$ cat config.mk
export PLATFORM = sky130hd
export DESIGN_NAME = mem_stall_shim
export DESIGN_NICKNAME = d
export VERILOG_FILES = /design/src/rtl/mem_stall_shim.sv
export SDC_FILE = /design/constraint.sdc
export NUM_CORES = 1
export LEC_CHECK = 0
export CAP_MARGIN = 5
export CELL_PAD_IN_SITES_DETAIL_PLACEMENT = 1
export CELL_PAD_IN_SITES_GLOBAL_PLACEMENT = 2
export CORE_MARGIN = 3
export CORE_UTILIZATION = 21
export DETAILED_ROUTE_END_ITERATION = 10
export GPL_ROUTABILITY_DRIVEN = 0
export PLACE_DENSITY_LB_ADDON = 0.1
export SYNTH_ARGS = -nofsm -noshare
export SYNTH_HDL_FRONTEND = slang
export SYNTH_SLANG_ARGS = --single-unit
$ cat constraint.sdc
create_clock -name clk_i -period 2.4 [get_ports clk_i]
set_clock_uncertainty 0.1 [all_clocks]
set_input_delay 0.48 -clock clk_i [delete_from_list [all_inputs] [get_ports clk_i]]
set_output_delay 0.48 -clock clk_i [all_outputs]
set_load 0.01 [all_outputs]
$ cat src/rtl/mem_stall_shim.sv
`default_nettype none
// ============================================================================
// Module   : mem_stall_shim
// Purpose  : Single-outstanding memory request shim. Holds each core request
//            for an LFSR-chosen number of stall cycles, issues it to a
//            one-cycle-latency SRAM and returns the read data. Every value
//            carries a _t0 taint shadow; stall timing inherits the taint of
//            the request and of the stall enable.
// Revision : 1.0 - initial release
// ============================================================================
module mem_stall_shim #(
  parameter int          AddrWidth = 32,
  parameter int          DataWidth = 32,
  parameter int          MaxStall  = 7,
  parameter logic [15:0] LfsrSeed  = 16'hACE1
) (
  input  logic                   clk_i,
  input  logic                   rst_i,
  input  logic                   stall_en_i,
  input  logic                   stall_en_i_t0,
  input  logic                   req_i,
  input  logic                   req_i_t0,
  input  logic                   we_i,
  input  logic                   we_i_t0,
  input  logic [AddrWidth-1:0]   addr_i,
  input  logic [AddrWidth-1:0]   addr_i_t0,
  input  logic [DataWidth-1:0]   wdata_i,
  input  logic [DataWidth-1:0]   wdata_i_t0,
  input  logic [DataWidth/8-1:0] strb_i,
  input  logic [DataWidth/8-1:0] strb_i_t0,
  output logic                   gnt_o,
  output logic                   gnt_o_t0,
  output logic                   rvalid_o,
  output logic                   rvalid_o_t0,
  output logic [DataWidth-1:0]   rdata_o,
  output logic [DataWidth-1:0]   rdata_o_t0,
  output logic                   mem_req_o,
  output logic                   mem_req_o_t0,
  output logic                   mem_we_o,
  output logic                   mem_we_o_t0,
  output logic [AddrWidth-1:0]   mem_addr_o,
  output logic [AddrWidth-1:0]   mem_addr_o_t0,
  output logic [DataWidth-1:0]   mem_wdata_o,
  output logic [DataWidth-1:0]   mem_wdata_o_t0,
  output logic [DataWidth/8-1:0] mem_strb_o,
  output logic [DataWidth/8-1:0] mem_strb_o_t0,
  input  logic [DataWidth-1:0]   mem_rdata_i,
  input  logic [DataWidth-1:0]   mem_rdata_i_t0
);

  // Stall counter must hold 0..MaxStall; keep at least one bit when stalling is off.
  localparam int         c_cnt_width = (MaxStall < 1) ? 1 : $clog2(MaxStall + 1);
  localparam logic [8:0] c_stall_mod = 9'(MaxStall + 1);
  localparam int         c_strb_width = DataWidth / 8;

  typedef enum logic [1:0] {
    ST_IDLE  = 2'd0,
    ST_STALL = 2'd1,
    ST_ISSUE = 2'd2,
    ST_RESP  = 2'd3
  } state_t;

  state_t                  r_state;
  state_t                  w_state_next;
  logic [c_cnt_width-1:0]  r_cnt;
  logic [c_cnt_width-1:0]  w_cnt_next;
  logic [c_cnt_width-1:0]  w_stall_cnt;
  logic                    w_capture;
  logic [15:0]             r_lfsr;

  logic                    r_we;
  logic                    r_we_t0;
  logic [AddrWidth-1:0]    r_addr;
  logic [AddrWidth-1:0]    r_addr_t0;
  logic [DataWidth-1:0]    r_wdata;
  logic [DataWidth-1:0]    r_wdata_t0;
  logic [c_strb_width-1:0] r_strb;
  logic [c_strb_width-1:0] r_strb_t0;
  logic                    r_tt;

  // Stall length drawn from the low LFSR byte, only when stalling is enabled.
  assign w_stall_cnt = stall_en_i ? c_cnt_width'({1'b0, r_lfsr[7:0]} % c_stall_mod)
                                  : '0;

  // Free-running Fibonacci LFSR (x^16+x^14+x^13+x^11+1), independent of the FSM.
  always_ff @(posedge clk_i) begin
    if (rst_i) begin
      r_lfsr <= LfsrSeed;
    end else begin
      r_lfsr <= {r_lfsr[0] ^ r_lfsr[2] ^ r_lfsr[3] ^ r_lfsr[5], r_lfsr[15:1]};
    end
  end

  // FSM state and stall counter registers.
  always_ff @(posedge clk_i) begin
    if (rst_i) begin
      r_state <= ST_IDLE;
      r_cnt   <= '0;
    end else begin
      r_state <= w_state_next;
      r_cnt   <= w_cnt_next;
    end
  end

  // Request capture; fields and their taints are only ever forwarded from here.
  always_ff @(posedge clk_i) begin
    if (rst_i) begin
      r_we       <= 1'b0;
      r_we_t0    <= 1'b0;
      r_addr     <= '0;
      r_addr_t0  <= '0;
      r_wdata    <= '0;
      r_wdata_t0 <= '0;
      r_strb     <= '0;
      r_strb_t0  <= '0;
      r_tt       <= 1'b0;
    end else if (w_capture) begin
      r_we       <= we_i;
      r_we_t0    <= we_i_t0;
      r_addr     <= addr_i;
      r_addr_t0  <= addr_i_t0;
      r_wdata    <= wdata_i;
      r_wdata_t0 <= wdata_i_t0;
      r_strb     <= strb_i;
      r_strb_t0  <= strb_i_t0;
      r_tt       <= req_i_t0 | stall_en_i_t0;
    end
  end

  // Next-state logic and Moore outputs; everything idles at zero.
  always_comb begin
    w_state_next   = r_state;
    w_cnt_next     = r_cnt;
    w_capture      = 1'b0;
    gnt_o          = 1'b0;
    gnt_o_t0       = 1'b0;
    rvalid_o       = 1'b0;
    rvalid_o_t0    = 1'b0;
    rdata_o        = '0;
    rdata_o_t0     = '0;
    mem_req_o      = 1'b0;
    mem_req_o_t0   = 1'b0;
    mem_we_o       = 1'b0;
    mem_we_o_t0    = 1'b0;
    mem_addr_o     = '0;
    mem_addr_o_t0  = '0;
    mem_wdata_o    = '0;
    mem_wdata_o_t0 = '0;
    mem_strb_o     = '0;
    mem_strb_o_t0  = '0;

    case (r_state)
      ST_IDLE: begin
        if (req_i) begin
          w_capture    = 1'b1;
          w_cnt_next   = w_stall_cnt;
          w_state_next = (w_stall_cnt != '0) ? ST_STALL : ST_ISSUE;
        end
      end
      ST_STALL: begin
        w_cnt_next = r_cnt - c_cnt_width'(1);
        if (r_cnt <= c_cnt_width'(1)) begin
          w_state_next = ST_ISSUE;
        end
      end
      ST_ISSUE: begin
        gnt_o          = 1'b1;
        gnt_o_t0       = r_tt;
        mem_req_o      = 1'b1;
        mem_req_o_t0   = r_tt;
        mem_we_o       = r_we;
        mem_we_o_t0    = r_we_t0;
        mem_addr_o     = r_addr;
        mem_addr_o_t0  = r_addr_t0;
        mem_wdata_o    = r_wdata;
        mem_wdata_o_t0 = r_wdata_t0;
        mem_strb_o     = r_strb;
        mem_strb_o_t0  = r_strb_t0;
        w_state_next   = ST_RESP;
      end
      ST_RESP: begin
        rvalid_o     = 1'b1;
        rvalid_o_t0  = r_tt;
        rdata_o      = mem_rdata_i;
        rdata_o_t0   = mem_rdata_i_t0;
        w_state_next = ST_IDLE;
      end
      default: begin
        w_state_next = ST_IDLE;
      end
    endcase
  end

endmodule
`default_nettype wire

Word-level counts from Yosys, hierarchy flattened
Cells that the tools add are included. W data, S select, Z words.

Bits in read-only memories: 0. Bits in latches: 0. Output and inout port bits: 208. Register bits after elaboration: 160. Memory bits (writable): 0. Input port bits: 208. Memories kept: 0.

Bitwise logic cells: 4. Reductions and logical operators: 5. Muxes and demuxes: 23. $mul: 0. Div/mod/pow operators: 0. $add $sub $neg: 1. Magnitude comparators: 1. Equal/unequal tests: 5. Shift-type cells: 0.

Operator list (count): $mux W32 (6); $mux W1 (8); $mux W4 (2); $pmux W2 S4 (1); $mux W2 (3); $mux W3 (2); $pmux W3 S2 (1); $eq A2 B2 Y1 const B (2); $ne A2 B2 Y1 const B (2); $reduce_and A2 Y1 (2); $le A3 B1 Y1 const B (1); $reduce_bool A3 Y1 (1); $sub A3 B1 Y3 const B (1); $xor A1 B1 Y1 (3); $eq A2 B1 Y1 const B (1); $logic_not A2 Y1 (1); $reduce_bool A2 Y1 (1); $or A1 B1 Y1 (1).

Logic depth before layout (Yosys ltp)
Gate-level depths: netlist of run 1.

Word-level depth: 5. Depth in mapped cells: 8. Mapped depth without buffers: 5.

Worst setup path after synthesis of run 1
No wires, ideal clock.

Path type: reg-to-output. Start: register r_state[0]. End: output mem_addr_o[21]. Stages on the path, launching flop included: 6. Path buffers: 2. Path slack: 0.486 ns. Arrival: 1.334 ns. Data required time: 1.820 ns. Cell sequence: dfxtp_1 -> inv_1 -> ha_1 -> clkbuf_1 -> clkbuf_1 -> and2_1.

Word-level cells in the longest chain between the ends: 2.

RTL lines: from (decl) (line 63) `state_t r_state;`; from (signal assigned) (line 100) `r_state <= w_state_next;`; $eq A2 B2 Y1 (line 152) `case (r_state)`; $mux W32 (line 152); to (decl) (line 41) `output logic [AddrWidth-1:0] mem_addr_o,`.

No other way between the ends.

Final worst setup path of run 1
Start: register r_state[0]. End: output rdata_o_t0[0].

Word-level cells in the longest chain between the ends: 2.

RTL lines: $eq A2 B2 Y1 (line 152); $mux W32 (line 152); to (decl) (line 36) `output logic [DataWidth-1:0] rdata_o_t0,`.

No other way between the ends.

==> results of run 1 <==
[routing by layer]
metal  up-vias  wire, um  track usage  part of all wire
met5         -        27            0           0.00087
met4         4       313      0.03526             0.010
met3        23      2107      0.05462             0.068
met2       198     14460       0.2812              0.47
met1      3422     14170       0.2178              0.46
li1       3661         -            -                 -
[through the flow]
step / power, mW / utilization / hold slack (ns) / area, um2
floorplan: 5.148 / - / 0.2895 / 7051
global placement: 6.755 / 0.3552 / 0.2985 / 11650
detailed placement: 6.791 / 0.3552 / 0.2984 / 11650
CTS: 9.787 / 0.3691 / 0.3148 / 12100
global route: 10.18 / 0.3630 / 0.3296 / 11900
finish: 9.471 / 0.3630 / 0.3134 / 11900
[Yosys cell counts (all sizes together)]
library cell	number	area (um2)
a21oi	141	705.7
or2	7	43.79
a211o	1	10.01
nor2	3	11.26
xor2	2	17.52
or3b	1	8.760
nand2	281	1055
or2b	1	7.510
o2111a	1	11.26
buf	36	256.5
a21o	1	8.760
nor3	2	10.01
a31oi	1	6.260
nor2b	9	56.30
mux2i	1	10.01
o2bb2ai	1	8.760
ha	7	87.58
nand3b	2	15.01
o2111ai	1	8.760
dfxtp	160	3203
o21ai	2	10.01
nand4b	1	8.760
o311ai	1	8.760
inv	5	18.77
o211ai	1	7.510
clkbuf	38	142.6
xnor2	1	8.760
nand2b	2	12.51
a221oi	1	8.760
and2	205	1282
[timing repair]
item | in CTS | in global routing
gates cloned | 7 | 0
pin swaps | 2 | 0
resized for setup | 489 | 31
endpoints found under the setup margin | 208 | 33
buffers inserted | 9 | 0
[worst max-delay path, delay by kind of cell (launching register included)]
| kind | cells | cell delay (ns) |
|---|---|---|
| adders and majority gates | 1 | 0.18 |
| and+or+nand+nor | 1 | 0.15 |
| buffers and inverters | 4 | 0.64 |
| DFF | 1 | 0.35 |
[flip-flops by register name, summed over array words and instances (netlist names), 2 cells and up]
register and count:
r_wdata 32, r_lfsr 16, r_addr_t0 32, r_strb 4, r_wdata_t0 32, r_strb_t0 4, r_cnt 3, r_addr 32
r_state 2
[power by group]
part           internal, mW  switching (mW)
logic                  1.59            1.86
clock network          1.45            1.24
registers              3.13           0.216
total                  6.16            3.31
[worst max path at each step]
stage                                  from        endpoint  slack [ns]  cells after the start
detailed placement          mem_rdata_i[15]     rdata_o[15]        0.13                      3
floorplan           r_state[0]$_SDFFE_PP0P_  mem_addr_o[21]        0.49                      5
global route        r_state[0]$_SDFFE_PP0P_   rdata_o_t0[0]      0.0003                      6
global placement            mem_rdata_i[15]     rdata_o[15]        0.14                      3
finish              r_state[0]$_SDFFE_PP0P_   rdata_o_t0[0]        0.07                      6
CTS                 r_state[0]$_SDFFE_PP0P_      rdata_o[3]      0.0001                      6
[logic make-up (layout without fill, tap and decap cells)]
family	after synthesis	count (layout)
AOI/OAI and AO/OA	152	152
muxes	1	1
and+or+nand+nor	514	514
buffers and inverters	79	486
xor gates and xnor gates	3	3
adders and majority gates	7	7
DFF	160	160
[cell type report]
cell class              count  area (um2)
repair buffers            449        4090
multi-input cells         677        3467
clock buffers              18       429.2
fillers                  3952       20880
well taps                 442       553.0
inverters                   5       18.77
flip-flops and latches    160        3211
clock inverters            14       132.6
==> flow_summary.json, run 1 <==
{
  "slew_headroom": 0.6808,
  "synth-compound-area-share": 0.1127,
  "rsz0062_at_grt": "false",
  "synthToLayoutAreaGrowth_pct": 68.80,
  "cts_sinks": 160,
  "final_hold_viol_count": 0,
  "num-nets-final": 1525,
  "postRouteAntennaNets": 0,
  "syn-cell-area_um2": 7051,
  "dr.pass1.iters": 4,
  "layout_common_cells": "280 x nand2_1, 206 x clkdlybuf4s50_1, 203 x and2_1, 158 x dfxtp_1, 141 x a21oi_1",
  "vias_per_cell": 4.141,
  "crit_type": "reg2out",
  "die_area_um2": 35810,
  "setup_tns_ns": 0,
  "design.portCount": 416,
  "worstHoldPathType": "reg2reg",
  "hold_end": "r_lfsr[10]$_SDFF_PP1_",
  "worstHoldStart": "r_lfsr[11]$_SDFF_PP1_",
  "grt_pass1_vias": 7628,
  "setup_violations": 0,
  "synth_mux_area_frac": 0.001420,
  "synth_fa_ha_area_frac": 0.01242,
  "final_common_cell": "nand2_1",
  "worst_setup_path_end_kind": "primary output",
  "cts_tree": "built",
  "numCtsBuffers": 17,
  "wirelength_mm": 31.08,
  "cp_max_fo": 17,
  "routedWlPerCell_um": 17.61,
  "netlist_instances": 916,
  "die_height_um": 189.2,
  "p_per_area_nw_per_um2": 795.8,
  "hpwl_mm": 21.64,
  "htreeDepth": 4,
  "initial_core_util": 0.2151,
  "grt_first_pass_wirelength_mm": 47.29,
  "p_leak_nw": 5.295,
  "period_needed_ns": 2.334,
  "fin_cells": 1765,
  "root_buffer": "clkbuf_16",
  "drc": 0,
  "ys_types": 32,
  "r2r-end": "r_addr_t0[21]$_SDFFE_PP0P_",
  "grt-ovfl-total": 0,
  "path_clk_slew_ns": 0.06,
  "ff2ff_path_depth": 7,
  "crit_chain": "buf_4 -> ha_4 -> buf_12 -> buf_16 -> and2_1 -> clkdlybuf4s15_1",
  "syn_nets": 1131,
  "synthXorXnorAreaFrac": 0.003727,
  "antenna_found_initial": 4,
  "maxCapViolCount": 0,
  "start_kind": "flip-flop",
  "rrSetupSlack_ns": 0.57,
  "yosys.area_share.simple": 0.3562,
  "cp.required_ns": 1.82,
  "ys_ff_latch": 160,
  "peakVddDrop_uv": 494.0,
  "core_region_area_um2": 32780,
  "fin_crit_sh": 0.9726,
  "num_rows": 66,
  "pre_cts_ws_ns": 0.1301,
  "setup_ws_ns": 0.06584,
  "worstHoldPathCells": 1,
  "die_w_um": 189.2,
  "yosys_warnings": 0,
  "regToRegStartpoint": "r_state[0]$_SDFFE_PP0P_",
  "n_antenna_cell": 0,
  "hold_buffers": 0,
  "critical_path.slowest_cell": "dfxtp_4",
  "synth_area_per_cell_um2": 7.697,
  "drive_above_1_share": 0.1383,
  "grt_max_degree": 72,
  "max_freq_ghz": 0.4284,
  "clock_tree.buffer_depth": 2,
  "vias": 7308,
  "maxSlewViolCount": 0,
  "clock_latency_ns": 0.43,
  "status": "finished, final reports clean",
  "dp.cells": 1718,
  "max_stage_delay_ns": 0.35,
  "synth_top_family_by_area": "simple AND/OR/NAND/NOR gates",
  "grt_usage": 0.1699,
  "drtIter0Drc": 208,
  "worst_pin_slew_ns": 0.4654,
  "portBuffers": 415,
  "cp.arrival_ns": 1.75,
  "yosysSeqAreaShare": 0.4543
}
No activity file was read; power rests on OpenSTA's default activity.
==> run 2: changes to the inputs <==
Settings changed: TNS_END_PERCENT from default to 10.
==> run 2 against run 1 <==
  * Routed wire length down 0.71%
  * First-iteration DRC count is 2.4% higher
  * Power decreased by 0.88%
==> flow_summary.json, run 2 (same netlist as run 1, synthesis figures left out) <==
{
  "cts_tree": "built",
  "die_height_um": 189.2,
  "setup_violations": 0,
  "drive_above_1_share": 0.1171,
  "cp_max_fo": 22,
  "worst_pin_slew_ns": 0.4665,
  "p_leak_nw": 5.117,
  "routedWlPerCell_um": 17.56,
  "critPathTopFamily": "buffers and inverters",
  "peakVddDrop_uv": 500.3,
  "htreeDepth": 4,
  "max_freq_ghz": 0.4323,
  "worst_setup_path_end_kind": "primary output",
  "grt-ovfl-total": 0,
  "num-nets-final": 1517,
  "period_needed_ns": 2.313,
  "root_buffer": "clkbuf_16",
  "grt_pass1_vias": 7549,
  "numCtsBuffers": 17,
  "n_antenna_cell": 0,
  "clock_latency_ns": 0.43,
  "max_stage_delay_ns": 0.36,
  "portBuffers": 415,
  "final_hold_viol_count": 0,
  "vias_per_cell": 4.147,
  "fin_crit_sh": 0.9638,
  "die_w_um": 189.2,
  "crit_buf_inv": 3,
  "antenna_found_initial": 4,
  "cp.arrival_ns": 1.73,
  "grt_usage": 0.1681,
  "rsz0062_at_grt": "false",
  "postRouteAntennaNets": 0,
  "maxCapViolCount": 0,
  "layout_common_cells": "280 x nand2_1, 206 x clkdlybuf4s50_1, 203 x and2_1, 158 x dfxtp_1, 141 x a21oi_1",
  "design.portCount": 416,
  "p_per_area_nw_per_um2": 780.2,
  "grt_first_pass_wirelength_mm": 46.80,
  "grt_max_degree": 72,
  "crit_chain": "inv_2 -> ha_4 -> buf_12 -> and2_1 -> clkdlybuf4s15_1",
  "hpwl_mm": 21.64,
  "critical_path.slowest_cell": "dfxtp_4",
  "worstHoldPathType": "reg2reg",
  "initial_core_util": 0.2151,
  "clock_tree.buffer_depth": 2,
  "drc": 0,
  "crit_type": "reg2out",
  "vias": 7286,
  "core_region_area_um2": 32780,
  "wirelength_mm": 30.85,
  "slew_headroom": 0.6801,
  "synthToLayoutAreaGrowth_pct": 70.65,
  "path_clk_slew_ns": 0.06,
  "start_kind": "flip-flop",
  "die_area_um2": 35810,
  "maxSlewViolCount": 0,
  "setup_tns_ns": 0,
  "num_rows": 66,
  "fillers": 3920,
  "final_common_cell": "nand2_1",
  "status": "finished, final reports clean",
  "utilization": 0.3670,
  "dr.pass1.iters": 4,
  "drtIter0Drc": 213,
  "hold_buffers": 0,
  "cp.required_ns": 1.82,
  "cts_sinks": 160
}
[run 2: cell types whose count changed in the layout (fill, tap and decap cells not counted), sizes merged]
cell / before / now
buf: 117 / 28
clkbuf: 35 / 76
clkdlybuf4s15: 15 / 67
dlygate4sd2: 93 / 80
dlymetal6s2s: 0 / 1
[run 2: layout make-up]
cell class              count  area (um2)  share of cell area
multi-input cells         677        3467              0.2882
repair buffers            441        4220              0.3508
flip-flops and latches    160        3211              0.2668
clock inverters            14       132.6             0.01102
clock buffers              18       429.2             0.03567
well taps                 442       553.0             0.04597
inverters                   5       18.77            0.001560
[run 2: metrics by stage]
stage | hold WS [ns] | power (mW) | cells | area (um2) | setup slack (ns)
after floorplan | 0.2895 | 5.148 | 916 | 7051 | 0.4857
after global placement | 0.2985 | 6.755 | 1718 | 11650 | 0.1416
after detailed placement | 0.2984 | 6.791 | 1718 | 11650 | 0.1301
after CTS | 0.3148 | 9.689 | 1758 | 12260 | -0.01134
after global routing | 0.3296 | 10.08 | 1757 | 12030 | 0.0007213
final | 0.3135 | 9.387 | 1757 | 12030 | 0.08682
[run 2: where the power goes]
part           total, mW  internal, mW  switching [mW]
Sequential          3.35          3.13           0.219
Clock               2.69          1.45            1.24
Combinational       3.35          1.53            1.83
[run 2: repair_timing]
item                                    CTS  global route
gates resized for setup                 285           143
gates cloned                              5             0
buffers inserted                          3             0
pin swaps                                 2             0
endpoints found under the setup margin  208           128
[run 2: final timing paths]
check	startpoint	end	slack, ns	cells after the start
setup / recovery	r_state[0]$_SDFFE_PP0P_	mem_addr_o_t0[26]	0.09	5
hold / removal	r_lfsr[7]$_SDFF_PP1_	r_lfsr[6]$_SDFF_PP1_	0.31	1
setup reg to reg	r_state[0]$_SDFFE_PP0P_	r_addr_t0[21]$_SDFFE_PP0P_	0.54	7
hold reg to reg	r_lfsr[7]$_SDFF_PP1_	r_lfsr[6]$_SDFF_PP1_	0.31	1
[run 2: worst register-to-register path, delay by kind of cell (launching register included)]
kind / cells / cell delay (ns)
buffers and inverters: 3 / 0.50
and+or+nand+nor: 2 / 0.42
DFF: 1 / 0.37
adders and majority gates: 1 / 0.27
AOI/OAI and AO/OA: 1 / 0.14
[run 2: routing by layer]
| metal | vias to the layer above | wire (um) | share of wire | track usage |
|---|---|---|---|---|
| li1 | 3641 | - | - | - |
| met2 | 201 | 14330 | 0.46 | 0.2777 |
| met4 | 4 | 317 | 0.010 | 0.03639 |
| met5 | - | 26 | 0.00084 | 0 |
| met3 | 22 | 2011 | 0.065 | 0.05443 |
| met1 | 3418 | 14170 | 0.46 | 0.2151 |
